### src/rtl/sc_decoder_et_if.sv
// sc_decoder_et_if: bundles the beat-input and result-output handshakes of the
// stochastic-to-binary decoder.
//   in_valid/in_ready/Xs/in_last : one stream bit per channel per beat
//   out_valid/out_ready          : result handshake
//   Ys/out_len/len_err           : normalized per-channel results and stream length
// Modports:
//   slave  - the decoder (consumes beats, produces results)
//   master - the environment (produces beats, consumes results)
interface sc_decoder_et_if #(
  parameter int WIDTH      = 8,
  parameter int NUM_INPUTS = 8
);
  logic                              in_valid;
  logic                              in_ready;
  logic [NUM_INPUTS-1:0]             Xs;
  logic                              in_last;
  logic                              out_valid;
  logic                              out_ready;
  logic [(WIDTH+1)*NUM_INPUTS-1:0]   Ys;
  logic [WIDTH:0]                    out_len;
  logic                              len_err;

  modport slave (
    input  in_valid, Xs, in_last, out_ready,
    output in_ready, out_valid, Ys, out_len, len_err
  );

  modport master (
    output in_valid, Xs, in_last, out_ready,
    input  in_ready, out_valid, Ys, out_len, len_err
  );
endinterface

### src/rtl/sc_decoder_et.sv
// sc_decoder_et: multi-channel stochastic-to-binary decoder with early termination.
// Counts ones per channel over a stream of beats; at end of stream (in_last or
// 2^WIDTH beats) the counts are scaled to the full 2^WIDTH range and held until
// the consumer takes them.
// Ports:
//   clk  - rising-edge clock
//   rst  - asynchronous, active-high reset
//   bus  - sc_decoder_et_if.slave (beat input and result output handshakes)
module sc_decoder_et #(
  parameter int WIDTH      = 8,
  parameter int NUM_INPUTS = 8
) (
  input  logic              clk,
  input  logic              rst,
  sc_decoder_et_if.slave    bus
);

  localparam logic [WIDTH:0] ZERO     = {(WIDTH+1){1'b0}};
  localparam logic [WIDTH:0] ONE      = {{WIDTH{1'b0}}, 1'b1};
  localparam logic [WIDTH:0] FULL_LEN = {1'b1, {WIDTH{1'b0}}};

  typedef enum logic [0:0] {
    ST_ACCUM = 1'b0,
    ST_HOLD  = 1'b1
  } state_t;

  // True when len is exactly 2^k for some 0 <= k <= WIDTH.
  function automatic logic len_is_pow2(input logic [WIDTH:0] len);
    logic hit;
    hit = 1'b0;
    for (int k = 0; k <= WIDTH; k++) begin
      if (len == (ONE << k)) begin
        hit = 1'b1;
      end else begin
        hit = hit;
      end
    end
    return hit;
  endfunction

  // Scale a count of ones over a 2^k-beat stream up to the 2^WIDTH scale;
  // non-power-of-two lengths pass the raw count through.
  function automatic logic [WIDTH:0] normalize(input logic [WIDTH:0] cnt,
                                               input logic [WIDTH:0] len);
    logic [WIDTH:0] res;
    res = cnt;
    for (int k = 0; k <= WIDTH; k++) begin
      if (len == (ONE << k)) begin
        res = cnt << (WIDTH - k);
      end else begin
        res = res;
      end
    end
    return res;
  endfunction

  state_t                               state_q, state_d;
  logic [NUM_INPUTS-1:0][WIDTH:0]       cnt_q, cnt_d, cnt_inc;
  logic [WIDTH:0]                       len_q, len_d, len_inc;
  logic [(WIDTH+1)*NUM_INPUTS-1:0]      ys_q, ys_d;
  logic [WIDTH:0]                       out_len_q, out_len_d;
  logic                                 len_err_q, len_err_d;
  logic                                 out_valid_q, out_valid_d;
  logic                                 in_ready_q, in_ready_d;
  logic                                 beat;

  assign bus.out_valid = out_valid_q;
  assign bus.in_ready  = in_ready_q;
  assign bus.Ys        = ys_q;
  assign bus.out_len   = out_len_q;
  assign bus.len_err   = len_err_q;

  // Next-state, counter and result computation.
  always_comb begin
    state_d     = state_q;
    cnt_d       = cnt_q;
    len_d       = len_q;
    ys_d        = ys_q;
    out_len_d   = out_len_q;
    len_err_d   = len_err_q;
    out_valid_d = out_valid_q;
    in_ready_d  = in_ready_q;

    // Counts including the current beat, so the terminating beat is part
    // of the normalized result.
    len_inc = len_q + ONE;
    for (int i = 0; i < NUM_INPUTS; i++) begin
      cnt_inc[i] = cnt_q[i] + {{WIDTH{1'b0}}, bus.Xs[i]};
    end
    beat = bus.in_valid && (state_q == ST_ACCUM);

    case (state_q)
      ST_ACCUM: begin
        if (beat) begin
          cnt_d = cnt_inc;
          len_d = len_inc;
          // Explicit and implicit last on the same beat form one end event.
          if (bus.in_last || (len_inc == FULL_LEN)) begin
            for (int i = 0; i < NUM_INPUTS; i++) begin
              ys_d[i*(WIDTH+1) +: WIDTH+1] = normalize(cnt_inc[i], len_inc);
            end
            out_len_d   = len_inc;
            len_err_d   = ~len_is_pow2(len_inc);
            out_valid_d = 1'b1;
            in_ready_d  = 1'b0;
            state_d     = ST_HOLD;
          end else begin
            state_d = ST_ACCUM;
          end
        end else begin
          state_d = ST_ACCUM;
        end
      end
      ST_HOLD: begin
        // Results stay in ys_q after the handshake; only the counters clear.
        if (bus.out_ready) begin
          cnt_d       = '{default: ZERO};
          len_d       = ZERO;
          out_valid_d = 1'b0;
          in_ready_d  = 1'b1;
          state_d     = ST_ACCUM;
        end else begin
          state_d = ST_HOLD;
        end
      end
      default: begin
        cnt_d       = '{default: ZERO};
        len_d       = ZERO;
        out_valid_d = 1'b0;
        in_ready_d  = 1'b1;
        state_d     = ST_ACCUM;
      end
    endcase
  end

  // State, counter and output registers.
  always_ff @(posedge clk or posedge rst) begin
    if (rst) begin
      state_q     <= ST_ACCUM;
      cnt_q       <= '{default: ZERO};
      len_q       <= ZERO;
      ys_q        <= {((WIDTH+1)*NUM_INPUTS){1'b0}};
      out_len_q   <= ZERO;
      len_err_q   <= 1'b0;
      out_valid_q <= 1'b0;
      in_ready_q  <= 1'b1;
    end else begin
      state_q     <= state_d;
      cnt_q       <= cnt_d;
      len_q       <= len_d;
      ys_q        <= ys_d;
      out_len_q   <= out_len_d;
      len_err_q   <= len_err_d;
      out_valid_q <= out_valid_d;
      in_ready_q  <= in_ready_d;
    end
  end

endmodule
### src/flat_wrapper.sv
// flat-port wrapper written by rule: the top's interface ports become plain ports
module sc_decoder_et_flat 
#(
  parameter int WIDTH      = 8,
  parameter int NUM_INPUTS = 8
)
  (clk, rst, bus_in_valid, bus_Xs, bus_in_last, bus_out_ready, bus_in_ready, bus_out_valid, bus_Ys, bus_out_len, bus_len_err);
  sc_decoder_et_if #(.WIDTH(WIDTH), .NUM_INPUTS(NUM_INPUTS)) bus_i ();
  input  logic clk;
  input  logic rst;
  input wire logic [$bits(bus_i.in_valid)-1:0] bus_in_valid;
  input wire logic [$bits(bus_i.Xs)-1:0] bus_Xs;
  input wire logic [$bits(bus_i.in_last)-1:0] bus_in_last;
  input wire logic [$bits(bus_i.out_ready)-1:0] bus_out_ready;
  output wire logic [$bits(bus_i.in_ready)-1:0] bus_in_ready;
  output wire logic [$bits(bus_i.out_valid)-1:0] bus_out_valid;
  output wire logic [$bits(bus_i.Ys)-1:0] bus_Ys;
  output wire logic [$bits(bus_i.out_len)-1:0] bus_out_len;
  output wire logic [$bits(bus_i.len_err)-1:0] bus_len_err;
  assign bus_i.in_valid = bus_in_valid;
  assign bus_i.Xs = bus_Xs;
  assign bus_i.in_last = bus_in_last;
  assign bus_i.out_ready = bus_out_ready;
  assign bus_in_ready = bus_i.in_ready;
  assign bus_out_valid = bus_i.out_valid;
  assign bus_Ys = bus_i.Ys;
  assign bus_out_len = bus_i.out_len;
  assign bus_len_err = bus_i.len_err;
  sc_decoder_et #(.WIDTH(WIDTH), .NUM_INPUTS(NUM_INPUTS)) u_core (.clk(clk), .rst(rst), .bus(bus_i));
endmodule
### config.mk
export PLATFORM = sky130hd
export DESIGN_NAME = sc_decoder_et_flat
export DESIGN_NICKNAME = d
export VERILOG_FILES = /design/src/rtl/sc_decoder_et_if.sv /design/src/rtl/sc_decoder_et.sv /design/src/flat_wrapper.sv
export SDC_FILE = /design/constraint.sdc
export NUM_CORES = 1
export LEC_CHECK = 0
export CORE_MARGIN = 8
export CORE_UTILIZATION = 40
export CTS_BUF_LIST = sky130_fd_sc_hd__clkbuf_2 sky130_fd_sc_hd__clkbuf_4 sky130_fd_sc_hd__clkbuf_8
export DETAILED_ROUTE_END_ITERATION = 8
export PLACE_DENSITY_LB_ADDON = 0.3
export SLEW_MARGIN = 15
export SYNTH_ARGS = -nofsm -noshare
export SYNTH_HDL_FRONTEND = slang
export SYNTH_SLANG_ARGS = --single-unit
### constraint.sdc
create_clock -name clk -period 8.3 [get_ports clk]
set_input_delay 1.66 -clock clk [delete_from_list [all_inputs] [get_ports clk]]
set_output_delay 1.66 -clock clk [all_outputs]
set_load 0.02 [all_outputs]
-- After elaboration in Yosys (flattened, before gate mapping)
Index checks and enable logic that the tools add are counted.
- register bits: 166
- bits of input ports: 13
- output and inout bits: 84
- logic and storage cells: 145
- add/sub/neg operators: 9
- equality and inequality tests: 12
- muxes and demuxes: 102
- bitwise gates (word level): 2
- reductions and logical operators: 5
- operators with widths (cell ; number):
    9-bit two-way mux ; 74
    72-bit two-way mux ; 2
    72-bit one-hot mux with 2 select lines ; 1
    9-bit by 1-bit adder with 9-bit output ; 8
    1-bit two-way mux ; 21
    9-bit one-hot mux with 2 select lines ; 1
    9-bit by 1-bit adder with 9-bit output (second input constant) ; 1
    9-bit by 1-bit equality test with 1-bit output (second input constant) ; 1
    9-bit by 2-bit equality test with 1-bit output (second input constant) ; 1
    9-bit by 3-bit equality test with 1-bit output (second input constant) ; 1
    9-bit by 4-bit equality test with 1-bit output (second input constant) ; 1
    9-bit by 5-bit equality test with 1-bit output (second input constant) ; 1
    9-bit by 6-bit equality test with 1-bit output (second input constant) ; 1
    9-bit by 7-bit equality test with 1-bit output (second input constant) ; 1
    9-bit by 8-bit equality test with 1-bit output (second input constant) ; 1
    9-bit equality test (second input constant) ; 1
    1-bit one-hot mux with 2 select lines ; 3
    3-bit AND reduction ; 2
    2-bit != test (second input constant) ; 2
    2-bit by 1-bit != test with 1-bit output (second input constant) ; 1
    1-bit NOT ; 2
    2-bit AND reduction ; 1
    1-bit logical AND ; 1
    1-bit logical OR ; 1

-- Depth between registers and ports, before layout
Gate-level depths: netlist (run 1).
- depth in word-level cells: 15
- mapped depth: 13
- depth with buffers taken out: 9

-- Worst setup path before layout (run 1)
No wires, ideal clock.
- path kind: input to register
- from: in bus_Xs[5]
- to: reg u_core.ys_q[51] (netlist: u_core.bus.Ys[51])
- library setup time: 132 ps
- arrival: 3297 ps
- data required time: 8168 ps
- slack: 4871 ps
- cell stages on the path: 9
- path buffers: 0
- path through: ha_1 ha_1 and3_1 and3_1 xnor2_1 inv_1 a221o_1 o2111ai_1 a21oi_1
- word-level cells in the longest chain between the ends: 10
- RTL lines (element ; RTL line ; RTL):
    start: declaration ; flat_wrapper.sv:12 ; input wire logic [$bits(bus_i.Xs)-1:0] bus_Xs;
    9-bit by 1-bit adder with 9-bit output (*) ; sc_decoder_et.sv:88 ; cnt_inc[i] = cnt_q[i] + {{WIDTH{1'b0}}, bus.Xs[i]};
    9-bit two-way mux (8 in a row) ; sc_decoder_et.sv:48 ; if (len == (ONE << k)) begin
    9-bit two-way mux (*) ; sc_decoder_et.sv:48 ;
    end signal: assignment ; sc_decoder_et.sv:142 ; ys_q <= {((WIDTH+1)*NUM_INPUTS){1'b0}};
    end signal: assignment ; sc_decoder_et.sv:151 ; ys_q <= ys_d;
    end: declaration ; sc_decoder_et.sv:60 ; logic [(WIDTH+1)*NUM_INPUTS-1:0] ys_q, ys_d;
Mark *: on every way between the ends. The rest lies on a longest branch, timed or not.
A chain may end at the register's enable or synchronous reset.

-- Worst setup path in the final report (run 1)
- from: in bus_in_valid
- to: reg u_core.ys_q[26] (netlist: u_core.bus.Ys[26])
- word-level cells in the longest chain between the ends: 2
- RTL lines (element ; RTL line ; RTL):
    start: declaration ; flat_wrapper.sv:11 ; input wire logic [$bits(bus_i.in_valid)-1:0] bus_in_valid;
    1-bit logical AND ; sc_decoder_et.sv:90 ; beat = bus.in_valid && (state_q == ST_ACCUM);
    3-bit AND reduction (no source line) ; -- ;
No other way between the ends.

==> flow_summary.ini, run 1 <==
[status]
status = completed

[routing]
met3WireLength_um = 4040
routedWlPerCell_um = 23.0
firstDrtPassIters = 8
wl_met2_um = 17400
drc = 0
highest_layer = met4
vias_per_cell = 6.48
routed_wl_um = 39200
drtAntennaViolNets = 0
m1WireLength_um = 16500
route.vias.total = 11100
first_iter_violations = 1549

[grt]
gr-total-overflow = 0
track_usage_pct = 23.0
grt_pass1_vias = 10500
antenna_found_initial = 0
grt_max_degree = 74
grt_pass1_wl_um = 61400

[pwr]
seq_power_share_pct = 36.0
p_leak_nw = 4.98
p_comb_share_pct = 45.4
sw_frac_of_total_pct = 45.2
power_frac_clock_pct = 18.6
cell_internal_pwr_mw = 1.77
max-vdd-ir-drop_mv = 0.114
p_total_mw = 3.23
power_density_nw_per_um2 = 256
p_switching_mw = 1.46

[critical_path]
critPathTopFamily = buffers and inverters
critPathMaxFanout = 56
crit_path_end_kind = register
crit_slowest_cell = a21oi_1
r2r.worst_path.cells = 9
r2r_start = u_core.len_q[0]$_DFFE_PP0P_
path_class = in -> reg
reg2reg_slack_ps = 4110
cp-startpoint = bus_in_valid
start_kind = input pin
max_stage_delay_ps = 660
crit_required_ps = 8700
cp_common_cell = buf_4
arrival_ps = 4630
cp_num_buf_inv = 3
crit_chain = clkdlybuf4s50_1 > nor2b_4 > buf_4 > nand2_1 > o21bai_2 > buf_4 > a21oi_1 > o31ai_1 > o211ai_1
rr_endpoint = u_core.bus.Ys[53]$_DFFE_PP0P_

[logic_synthesis]
synthCells = 1299
synthTopCellsByCount = 165 x dfrtp_1, 157 x nand2_1, 124 x o21ai_0
yosysSeqAreaShare_pct = 37.1
synth_edf_count = 0
ys_ff_latch = 166
synthTopCellsByArea = dfrtp_1 37%, o21ai_0 5.5%, nand2_1 5.3%
synth_flop_cell = dfrtp_1
yosysUniqueCellTypes = 89
synth_top_cell_by_area = dfrtp_1
synthesis.nets = 1332
ys_async_sr_fraction_pct = 100
synth.top_cell.area_share_pct = 36.9
synth_area_um2 = 11200
synth.most_common_cell = dfrtp_1
avgSynthCellArea_um2 = 8.61
ys_warn_count = 0

[die]
core_um2 = 27600
start_util_pct = 40.5
ios = 97
rows = 61
die_area_um2 = 33600
fp.dieH_um = 183
chipWidth_um = 183

[worst_hold_path]
min_to = u_core.bus.in_ready$_DFFE_PP1P_
hold-path-cell-count = 2
hp-class = reg -> reg
min-delay-start = u_core.bus.in_ready$_DFFE_PP1P_

[clock_network]
cts_setup_buffers = 0
cts_buffers = 17
htree_levels = 4
clk_path_buf_depth = 2
hold_buffers = 0
clk_pin_slew_ps = 100
clock_sinks = 166
cts-root-buf = clkbuf_8
postCtsResizedCells = 0
clk_latency_ps = 490
cts_tree = yes

[timing]
worstMarginPinSlew_ps = 1120
final-hold-violation-count = 0
timing.hold.ws_ps = 471
rsz0062_at_grt = false
setup_tns_ps = 0
setup_ws_ps = 4080
skew_ps = 16.0
period_minus_slack_ps = 4220
fmax_mhz = 237
slew_violations = 0
period_share_pct = 50.9
setup_viol = 0
slew_headroom_pct = 24.9

[placement]
dp_worst_setup_slack_ps = 3650
gp_congestion = 0.931
io_buffer_count = 96
dp_cells = 1676
dp_hpwl_um = 25900
placed_area_um2 = 12200

[cells_and_area]
instances_no_fill = 1708
num-fill-cells = 2721
antenna_cells = 0
layout-drive-gt1-share_pct = 6.99
seqCellArea_um2 = 4160
final_util_pct = 45.6
fin_area_um2 = 12600
area_delta_synth_final_pct = 12.7
multi_input_area_um2 = 6400
nets = 1350

[run]
maxCapViolCount = 0
-- flip-flops by register name (all words and copies together) (netlist names) --
| register | count |
|---|---|
| u_core.cnt_q | 72 |
| u_core.bus.out_len | 9 |
| u_core.bus.Ys | 72 |
| u_core.state_q | 1 |
| u_core.bus.in_ready | 1 |
| u_core.bus.out_valid | 1 |
| u_core.bus.len_err | 1 |
| u_core.len_q | 9 |
-- power groups by stage --
| stage | Sequential [mW] | Combinational (mW) | Clock [mW] |
|---|---|---|---|
| finish | 1.16 | 1.47 | 0.600 |
| global route | 1.18 | 1.56 | 0.638 |
| CTS | 1.16 | 1.44 | 0.610 |
| detailed placement | 1.17 | 1.44 | 0 |
| global placement | 1.17 | 1.43 | 0 |
| floorplan | 1.23 | 0.779 | 0 |
-- per-layer routing --
metal / track usage [%] / vias up
met5: 0 / -
met4: 9.40 / 0
met3: 5.90 / 108
met2: 34.5 / 699
met1: 31.0 / 5328
li1: - / 4941
-- kinds of logic (layout without fill, tap and decap cells) --
kind of cell,Yosys count,in the layout,share of synthesized area (%)
buffers and inverters,137,168,6.01
flip-flops,166,166,37.1
AND/OR/NAND/NOR,406,406,17.4
XOR/XNOR,75,75,5.87
multiplexers,1,1,0.0895
AO/OA/AOI/OAI,494,494,31.3
adder cells (fa/ha/maj),20,20,2.24
-- cell usage in the layout, fill, tap and decap left out, drive strengths merged, types with 8 or more instances in the layout --
cell type / Yosys / final
a222oi: 10 / 10
nor3: 29 / 29
nor2: 79 / 79
xor2: 37 / 37
nand2: 157 / 157
inv: 15 / 20
o22ai: 27 / 27
a21o: 8 / 8
nand3: 63 / 63
a211oi: 19 / 19
clkbuf: 53 / 20
clkdlybuf4s50: 0 / 96
and2: 8 / 8
buf: 67 / 23
a221oi: 31 / 31
o21a: 12 / 12
dfrtp: 165 / 165
o211ai: 23 / 23
o221ai: 17 / 17
o21ai: 140 / 140
a221o: 15 / 15
clkinv: 2 / 8
a31oi: 12 / 12
a22o: 32 / 32
a22oi: 15 / 15
nand4: 9 / 9
xnor2: 38 / 38
ha: 20 / 20
a2bb2oi: 11 / 11
and3: 18 / 18
a21oi: 60 / 60
o31ai: 15 / 15
-- worst max path at each step --
stage,end,slack [ps],depth (start not counted)
floorplan,u_core.bus.Ys[0]$_DFFE_PP0P_,2150,1
global placement,u_core.bus.Ys[60]$_DFFE_PP0P_,3710,9
detailed placement,u_core.bus.Ys[33]$_DFFE_PP0P_,3650,9
CTS,u_core.bus.Ys[33]$_DFFE_PP0P_,4170,9
global route,u_core.bus.Ys[53]$_DFFE_PP0P_,3900,9
finish,u_core.bus.Ys[26]$_DFFE_PP0P_,4080,9
-- worst min-delay path, stage by stage (launching register included) --
cell and delay, ps:
dfstp_2 380, nand2_1 50, nand2_1 50
-- layout make-up --
class | count | area share (%)
Clock inverter | 12 | 0.933
Tap cell | 378 | 3.75
Inverter | 17 | 0.546
Clock buffer | 20 | 2.08
Timing Repair Buffer | 119 | 8.99
Multi-Input combinational cell | 996 | 50.8
Sequential cell | 166 | 32.9
Note: power is estimated with default switching activity, not from simulation.
==> run 2, diff against run 1 <==
==> constraint.sdc (replaced) <==
create_clock -name clk -period 3.79 [get_ports clk]
set_input_delay 0.758 -clock clk [delete_from_list [all_inputs] [get_ports clk]]
set_output_delay 0.758 -clock clk [all_outputs]
set_load 0.02 [all_outputs]
==> flow_summary.ini, run 2 (synthesis gave the netlist of run 1 again) <==
[timing]
setup_viol = 0
slew_violations = 0
slew_headroom_pct = 34.0
final-hold-violation-count = 0
timing.hold.ws_ps = 462
rsz0062_at_grt = false
skew_ps = 27.4
fmax_mhz = 287
setup_tns_ps = 0
period_share_pct = 92.1
worstMarginPinSlew_ps = 986
period_minus_slack_ps = 3490
setup_ws_ps = 301

[cells_and_area]
nets = 1405
layout_common_cells = 165 x dfrtp_1, 157 x nand2_1, 124 x o21ai_0, 96 x clkdlybuf4s50_1, 76 x nor2_1
antenna_cells = 0
final_common_cell = dfrtp_1
layout-drive-gt1-share_pct = 10.5
area_delta_synth_final_pct = 16.9
instances_no_fill = 1762
num-fill-cells = 2728

[die]
fp.dieH_um = 183
start_util_pct = 40.5
chipWidth_um = 183
ios = 97
core_um2 = 27600
die_area_um2 = 33600
rows = 61

[critical_path]
critPathMaxFanout = 24
cp_num_buf_inv = 1
crit_required_ps = 4190
crit_chain = ha_1 > and3_1 > o22ai_1 > o21ai_4 > o21bai_2 > buf_4 > a21oi_1 > o31ai_1 > o211ai_1
crit_path_end_kind = register
crit_slowest_cell = ha_1
critPathTopFamily = compound AO/OA/AOI/OAI gates
start_kind = register
max_stage_delay_ps = 690
path_class = reg -> reg
arrival_ps = 3890

[grt]
antenna_found_initial = 0
grt_pass1_vias = 10800
track_usage_pct = 23.8
gr-total-overflow = 0
grt_max_degree = 83
grt_pass1_wl_um = 63500

[placement]
io_buffer_count = 96
dp_hpwl_um = 28100
dp_cells = 1731
gp_congestion = 0.963
dp_worst_setup_slack_ps = 353

[clock_network]
cts_tree = yes
htree_levels = 4
postCtsResizedCells = 0
clk_latency_ps = 490
hold_buffers = 0
clk_path_buf_depth = 2
cts-root-buf = clkbuf_8
cts_setup_buffers = 0
clk_pin_slew_ps = 100
cts_buffers = 17
clock_sinks = 166

[run]
maxCapViolCount = 0

[routing]
route.vias.total = 11400
first_iter_violations = 1368
routedWlPerCell_um = 23.1
vias_per_cell = 6.45
firstDrtPassIters = 6
routed_wl_um = 40600
drtAntennaViolNets = 0
drc = 0

[worst_hold_path]
hp-class = reg -> reg

[status]
status = completed

[pwr]
power_density_nw_per_um2 = 551
p_total_mw = 7.21
max-vdd-ir-drop_mv = 0.249
p_leak_nw = 5.25
run 2: metal layers:
metal | GRT usage [%] | vias up | part of all wire [%]
li1 | - | 5031 | -
met1 | 32.1 | 5533 | 43
met2 | 36.2 | 684 | 44
met3 | 5.72 | 114 | 10
met4 | 9.47 | 0 | 3.6
met5 | 0 | - | 0
run 2: path summary, 6_finish.rpt:
path	start	to	slack, ps	cells past startpoint
max reg2reg	u_core.len_q[1]$_DFFE_PP0P_	u_core.bus.Ys[26]$_DFFE_PP0P_	300	9
max	u_core.len_q[1]$_DFFE_PP0P_	u_core.bus.Ys[26]$_DFFE_PP0P_	300	9
min reg2reg	u_core.bus.in_ready$_DFFE_PP1P_	u_core.bus.in_ready$_DFFE_PP1P_	460	2
min in group asynchronous	rst	u_core.cnt_q[10]$_DFFE_PP0P_	680	2
min	u_core.bus.in_ready$_DFFE_PP1P_	u_core.bus.in_ready$_DFFE_PP1P_	460	2
max in group asynchronous	rst	u_core.bus.Ys[51]$_DFFE_PP0P_	2250	3
run 2: cell type report:
class                   instances  area, um2  area share (%)
inverters                      17       67.6           0.517
flip-flops and latches        166       4160            31.8
clock inverters                 9       95.1           0.727
clock buffers                  22        284            2.17
well taps                     378        473            3.62
repair buffers                174       1610            12.3
multi-input cells             996       6390            48.9
run 2: report_power, final:
group	switching (mW)	total [mW]	internal [mW]
clock network	0.732	1.31	0.580
registers	0.358	2.49	2.14
logic	2.11	3.40	1.29
run 2: worst reg2reg max path: cells and delay by family, from the launching register on:
family                     cells  cell delay, ps
AOI/OAI and AO/OA              6            1740
adders and majority gates      1             690
buffers and inverters          1             240
DFF                            1             370
and+or+nand+nor                1             380
run 2: stage by stage:
step / utilization (%) / instance area, um2
2_1_floorplan: - / 11200
3_3_place_gp: 46.0 / 12700
3_5_place_dp: 46.0 / 12700
4_1_cts: 47.3 / 13100
5_1_grt: 47.3 / 13100
6_report: 47.3 / 13100
==> run 3, diff against run 2 <==
--- a/config.mk
+++ b/config.mk
@@ -5,6 +5,7 @@
 export SDC_FILE = /design/constraint.sdc
 export NUM_CORES = 1
 export LEC_CHECK = 0
+export CAP_MARGIN = 0
 export CORE_MARGIN = 8
 export CORE_UTILIZATION = 40
 export CTS_BUF_LIST = sky130_fd_sc_hd__clkbuf_2 sky130_fd_sc_hd__clkbuf_4 sky130_fd_sc_hd__clkbuf_8
==> results of run 3 <==
The final DEF is identical to that of run 2; final timing and power are the same.
